**config.mk**
```make
export PLATFORM = sky130hd
export DESIGN_NAME = tag_lookup_seq
export DESIGN_NICKNAME = d
export VERILOG_FILES = /design/src/rtl/cache_pkg.sv /design/src/rtl/and_wordgate.sv /design/src/rtl/tag_match.sv /design/src/rtl/tag_lookup_seq.sv
export SDC_FILE = /design/constraint.sdc
export NUM_CORES = 1
export LEC_CHECK = 0
export ABC_AREA = 1
export BUFFER_PORTS_ARGS = -buffer_cell sky130_fd_sc_hd__buf_2
export CELL_PAD_IN_SITES_DETAIL_PLACEMENT = 1
export CELL_PAD_IN_SITES_GLOBAL_PLACEMENT = 1
export CORE_MARGIN = 2
export CORE_UTILIZATION = 42
export DETAILED_ROUTE_END_ITERATION = 12
export PLACE_DENSITY_LB_ADDON = 0.1
export SETUP_SLACK_MARGIN = 0.05
export SLEW_MARGIN = 40
export SYNTH_ARGS = -nofsm -noshare
export SYNTH_HDL_FRONTEND = slang
export SYNTH_SLANG_ARGS = --single-unit
```
**constraint.sdc**
```tcl
create_clock -name clk -period 3.7 [get_ports clk]
set_input_delay 0.74 -clock clk [delete_from_list [all_inputs] [get_ports clk]]
set_output_delay 0.74 -clock clk [all_outputs]
set_load 0.01 [all_outputs]
```
**src/rtl/cache_pkg.sv**
```systemverilog
// Shared definitions for the cache set tag-lookup slice: default geometry and
// the lookup controller state encoding.
package cache_pkg;

  localparam int DEF_TAG_W = 8;
  localparam int DEF_WAYS  = 4;

  typedef enum logic [1:0] {
    IDLE = 2'd0,
    CMP  = 2'd1,
    RESP = 2'd2
  } lookup_state_t;

endpackage

```
**src/rtl/and_wordgate.sv**
```systemverilog
// Wide AND reduction gate used for tag equality and set-full detection.
module and_wordgate #(
  parameter int w = 8
) (
  input  logic [w-1:0] a,
  output logic         y
);

  assign y = &a;

endmodule

```
**src/rtl/tag_match.sv**
```systemverilog
// Single-way tag comparator: bitwise XNOR followed by a word AND, qualified by
// the way's valid bit.
module tag_match
  import cache_pkg::*;
#(
  parameter int TAG_W = DEF_TAG_W
) (
  input  logic [TAG_W-1:0] tag_a,
  input  logic [TAG_W-1:0] tag_b,
  input  logic             valid,
  output logic             match
);

  logic [TAG_W-1:0] eq_bits_s;
  logic             all_eq_s;

  assign eq_bits_s = ~(tag_a ^ tag_b);

  and_wordgate #(.w(TAG_W)) u_eq_and (
    .a (eq_bits_s),
    .y (all_eq_s)
  );

  assign match = valid & all_eq_s;

endmodule

```
**src/rtl/tag_lookup_seq.sv**
```systemverilog
// Sequential tag-lookup controller for one cache set: walks the ways through a
// single shared comparator and reports hit/way or miss/victim.
module tag_lookup_seq
  import cache_pkg::*;
#(
  parameter  int TAG_W = DEF_TAG_W,
  parameter  int WAYS  = DEF_WAYS,
  localparam int WAY_W = $clog2(WAYS)
) (
  input  logic                  clk,
  input  logic                  rst,
  input  logic                  req_valid,
  output logic                  req_ready,
  input  logic [TAG_W-1:0]      req_tag,
  input  logic [WAYS*TAG_W-1:0] way_tags,
  input  logic [WAYS-1:0]       way_valid,
  output logic                  resp_valid,
  input  logic                  resp_ready,
  output logic                  resp_hit,
  output logic [WAY_W-1:0]      resp_way,
  output logic                  set_full
);

  lookup_state_t               state_r;
  logic [WAY_W-1:0]            idx_r;
  logic [WAY_W-1:0]            rr_ptr_r;
  logic [TAG_W-1:0]            snap_tag_r;
  logic [WAYS-1:0][TAG_W-1:0]  snap_tags_r;
  logic [WAYS-1:0]             snap_valid_r;
  logic                        req_ready_r;
  logic                        resp_valid_r;
  logic                        resp_hit_r;
  logic [WAY_W-1:0]            resp_way_r;
  logic                        set_full_r;

  logic                        match_s;
  logic                        set_full_s;
  logic                        last_way_s;
  logic [WAY_W-1:0]            victim_s;

  function automatic logic [WAY_W-1:0] first_invalid(input logic [WAYS-1:0] v);
    logic [WAY_W-1:0] w;
    w = {WAY_W{1'b0}};
    // Scan downwards so the lowest invalid index is the one that sticks.
    for (int i = WAYS - 1; i >= 0; i--) begin
      if (!v[i]) begin
        w = WAY_W'(i);
      end
    end
    return w;
  endfunction

  tag_match #(.TAG_W(TAG_W)) u_tag_match (
    .tag_a (snap_tag_r),
    .tag_b (snap_tags_r[idx_r]),
    .valid (snap_valid_r[idx_r]),
    .match (match_s)
  );

  and_wordgate #(.w(WAYS)) u_full_and (
    .a (snap_valid_r),
    .y (set_full_s)
  );

  assign last_way_s = (idx_r == WAY_W'(WAYS - 1));

  // Victim choice: first free way, otherwise the round-robin pointer.
  always_comb begin
    victim_s = {WAY_W{1'b0}};
    if (set_full_s) begin
      victim_s = rr_ptr_r;
    end else begin
      victim_s = first_invalid(snap_valid_r);
    end
  end

  // Lookup FSM with snapshot capture, way walk and registered response.
  always_ff @(posedge clk or posedge rst) begin
    if (rst) begin
      state_r      <= IDLE;
      idx_r        <= {WAY_W{1'b0}};
      rr_ptr_r     <= {WAY_W{1'b0}};
      snap_tag_r   <= {TAG_W{1'b0}};
      snap_tags_r  <= {(WAYS*TAG_W){1'b0}};
      snap_valid_r <= {WAYS{1'b0}};
      req_ready_r  <= 1'b1;
      resp_valid_r <= 1'b0;
      resp_hit_r   <= 1'b0;
      resp_way_r   <= {WAY_W{1'b0}};
      set_full_r   <= 1'b0;
    end else begin
      case (state_r)
        IDLE: begin
          if (req_valid) begin
            snap_tag_r   <= req_tag;
            snap_tags_r  <= way_tags;
            snap_valid_r <= way_valid;
            idx_r        <= {WAY_W{1'b0}};
            req_ready_r  <= 1'b0;
            state_r      <= CMP;
          end
        end
        CMP: begin
          if (match_s) begin
            resp_valid_r <= 1'b1;
            resp_hit_r   <= 1'b1;
            resp_way_r   <= idx_r;
            set_full_r   <= set_full_s;
            state_r      <= RESP;
          end else if (last_way_s) begin
            resp_valid_r <= 1'b1;
            resp_hit_r   <= 1'b0;
            resp_way_r   <= victim_s;
            set_full_r   <= set_full_s;
            state_r      <= RESP;
          end else begin
            idx_r <= idx_r + WAY_W'(1);
          end
        end
        RESP: begin
          if (resp_ready) begin
            resp_valid_r <= 1'b0;
            req_ready_r  <= 1'b1;
            state_r      <= IDLE;
            // Only a full-set eviction consumes a round-robin slot.
            if (!resp_hit_r && set_full_r) begin
              rr_ptr_r <= rr_ptr_r + WAY_W'(1);
            end
          end
        end
        default: begin
          state_r      <= IDLE;
          req_ready_r  <= 1'b1;
          resp_valid_r <= 1'b0;
        end
      endcase
    end
  end

  assign req_ready  = req_ready_r;
  assign resp_valid = resp_valid_r;
  assign resp_hit   = resp_hit_r;
  assign resp_way   = resp_way_r;
  assign set_full   = set_full_r;

endmodule

```
==> impl_metrics.env <==
export IMPL_status="complete, no violations"
export IMPL_power_frac_seq_pct=40.8
export IMPL_finalCriticalPeriod_ns=2.41
export IMPL_gp_congestion=0.808
export IMPL_cp_end_kind="register"
export IMPL_cts_setup_buffers=0
export IMPL_drtAntennaViolNets=0
export IMPL_floorplan_initialDensity_pct=42.9
export IMPL_io_buffers=53
export IMPL_dp_slack_ns=1.28
export IMPL_grt_pass1_wl_um=11500
export IMPL_synth_cells=354
export IMPL_crit_path_max_incr_delay_ns=0.82
export IMPL_nNetsFinal=451
export IMPL_final_area_sq_mm=0.00309
export IMPL_rows=29
export IMPL_p_leak_nw=1.72
export IMPL_p_total_mw=2.78
export IMPL_ioPinCount=54
export IMPL_synthToLayoutAreaGrowth_pct=15.6
export IMPL_cp_required_ns=3.91
export IMPL_ys_warn_count=0
export IMPL_hold_violations=0
export IMPL_critPathCapture="resp_valid"
export IMPL_slew_headroom_pct=52.1
export IMPL_synth_seq_cells=56
export IMPL_dp_hpwl_um=4760
export IMPL_slew_viol_final=0
export IMPL_crit_fanout=22
export IMPL_final_common_cell="nand2_1"
export IMPL_cts_sinks=56
export IMPL_maxCapViolCount=0
export IMPL_syn_area_sq_mm=0.00268
export IMPL_fill_cells=815
export IMPL_crit_buf_inv=1
export IMPL_p_sw_mw=1.24
export IMPL_dieHeight_um=83.8
export IMPL_drc=0
export IMPL_worst_pin_slew_ns=0.718
export IMPL_worst_setup_path_type="reg -> reg"
export IMPL_ys_seq_area_share_pct=52.4
export IMPL_ys_types=27
export IMPL_multiInputGateArea_sq_mm=0.00112
export IMPL_power_frac_comb_pct=44.7
export IMPL_antenna_found_initial=0
export IMPL_power_per_cell_area_mw_per_mm2=899
export IMPL_placed_area_sq_mm=0.00298
export IMPL_syn_num_nets=403
export IMPL_crit_top_cell="nand2_1"
export IMPL_p_int_mw=1.54
export IMPL_cpMaxStageDelayCell="dfrtp_1"
export IMPL_clkTransAtPathRegs_ns=0.10
export IMPL_clk_latency_ns=0.32
export IMPL_skew_ns=0.0117
export IMPL_vias_per_cell=4.87
export IMPL_grt_max_degree=52
export IMPL_worst_ep_arrival_time_ns=2.63
export IMPL_most_common_layout_cells="192 x nand2_1, 55 x dfrtp_1, 53 x buf_2"
export IMPL_cts_hold_buf=0
export IMPL_n_antenna_cell=0
export IMPL_critPathTopFamily="simple AND/OR/NAND/NOR gates"
export IMPL_ff2ff_path_depth=13
export IMPL_finalSetupViolCount=0
export IMPL_tns_ns=0
export IMPL_r2r_start="idx_r[0]"
export IMPL_cp_num_cells=13
export IMPL_crit_path_start_kind="register"
export IMPL_vias=2337
export IMPL_clockBufferDepth=2
export IMPL_crit_start="idx_r[0]"
export IMPL_overflow=0
export IMPL_crit_chain="inv_2, nand2_1, nand3_1, nand2_1, nand2_1, nand2_1, nand2_1, nor2_2, nand3_2, nand2_2, nand3_1, nand2_1, nand2_1"
export IMPL_wl_per_cell_um=13.5
export IMPL_pwr_share_clk_pct=14.5
export IMPL_r2r_slack_ns=1.29
export IMPL_die_x_um=83.8
export IMPL_cts_tree="yes"
export IMPL_grt_usage_pct=20.0
export IMPL_rsz0062_at_grt="no"
export IMPL_r2r_end="resp_valid"
export IMPL_sw_frac_of_total_pct=44.6
export IMPL_fin_ws_ns=1.29
export IMPL_grt_pass1_vias=2471
export IMPL_avgSynthCellArea_sq_um=7.56
export IMPL_root_buffer="clkbuf_8"
export IMPL_hold_path_class="in -> async"
export IMPL_drive_gt1_share_pct=19.4
export IMPL_max_freq_mhz=415
export IMPL_final_period_utilization_pct=65.2
export IMPL_seqCellArea_sq_mm=0.00140
export IMPL_ctsResizeCount=0
export IMPL_drt_wl_total_um=6500
export IMPL_core_area_sq_mm=0.00624
export IMPL_htreeDepth=2
export IMPL_peakVddDrop_uv=412
export IMPL_firstDrtPassIters=4
export IMPL_drt_iter0_drc=98
export IMPL_die_area_sq_mm=0.00703
export IMPL_cts_made_buffers=5
export IMPL_post_route_util_pct=49.6
[sequential cells by signal (all words and copies together) (netlist names)]
register,cells
snap_valid_r,4
req_ready,1
rr_ptr_r,2
resp_hit,1
idx_r,2
resp_way,2
snap_tags_r,32
snap_tag_r,8
resp_valid,1
set_full,1
state_r,2
[per-stage QoR]
| stage | cells | hold WS, ns |
|---|---|---|
| 4_1_cts | 480 | 0.487 |
| 2_1_floorplan | 354 | 0.442 |
| 5_1_grt | 480 | 0.514 |
| 6_report | 480 | 0.474 |
| 3_5_place_dp | 472 | 0.462 |
| 3_3_place_gp | 472 | 0.457 |
[worst min-delay path by stage]
| stage | slack (ns) | depth (start not counted) | from | to |
|---|---|---|---|---|
| after floorplan | 0.44 | 2 | snap_tags_r[10] | snap_tags_r[10] |
| after global placement | 0.46 | 2 | resp_valid | resp_valid |
| after detailed placement | 0.46 | 2 | snap_tags_r[12] | snap_tags_r[12] |
| after CTS | 0.49 | 2 | snap_tags_r[12] | snap_tags_r[12] |
| after global routing | 0.51 | 2 | snap_tags_r[26] | snap_tags_r[26] |
| final | 0.47 | 2 | rst | snap_tag_r[2] |
[per-layer routing]
layer | up-vias | track usage (%) | share of wire [%]
li1 | 1186 | - | -
met1 | 1107 | 25.5 | 46
met2 | 38 | 35.6 | 50
met3 | 6 | 2.97 | 3.0
met4 | 0 | 4.84 | 0.97
met5 | - | 0 | 0
[synth_stat cells, drive strengths merged]
cell type / n / share of area [%]
ha: 1 / 0.47
buf: 7 / 1.9
nand3: 29 / 5.6
dfrtp: 55 / 51
nor3: 2 / 0.37
nor2: 10 / 1.7
nand3b: 2 / 0.56
xnor2: 2 / 0.65
clkbuf: 7 / 0.98
clkinv: 1 / 0.14
inv: 22 / 3.1
a21oi: 1 / 0.19
dfstp: 1 / 0.98
nand4: 2 / 0.70
o21ai: 15 / 2.9
xor2: 2 / 0.65
nand2: 194 / 27
o211ai: 1 / 0.28
[layout make-up]
cell class	instances	area share, %
clock inverter	2	1.13
tap	77	3.11
timing repair buffer	55	9.06
sequential	56	45.3
clock buffer	6	2.35
inverter	23	2.83
multi-input combinational	261	36.2
[power groups by stage]
stage / clock [mW] / sequential (mW) / combinational, mW
finish: 0.403 / 1.13 / 1.24
global route: 0.437 / 1.18 / 1.47
CTS: 0.412 / 1.14 / 1.28
detailed placement: 0 / 1.15 / 1.27
global placement: 0 / 1.14 / 1.22
floorplan: 0 / 1.05 / 1.03
[cells by family after synthesis]
logic type,synth area share [%]
AOI/OAI and AO/OA,3.41
DFF,52.4
buffers and inverters,6.08
and+or+nand+nor,36.3
adders and majority gates,0.467
xor gates and xnor gates,1.31
Note: power is estimated with default switching activity, not from simulation.
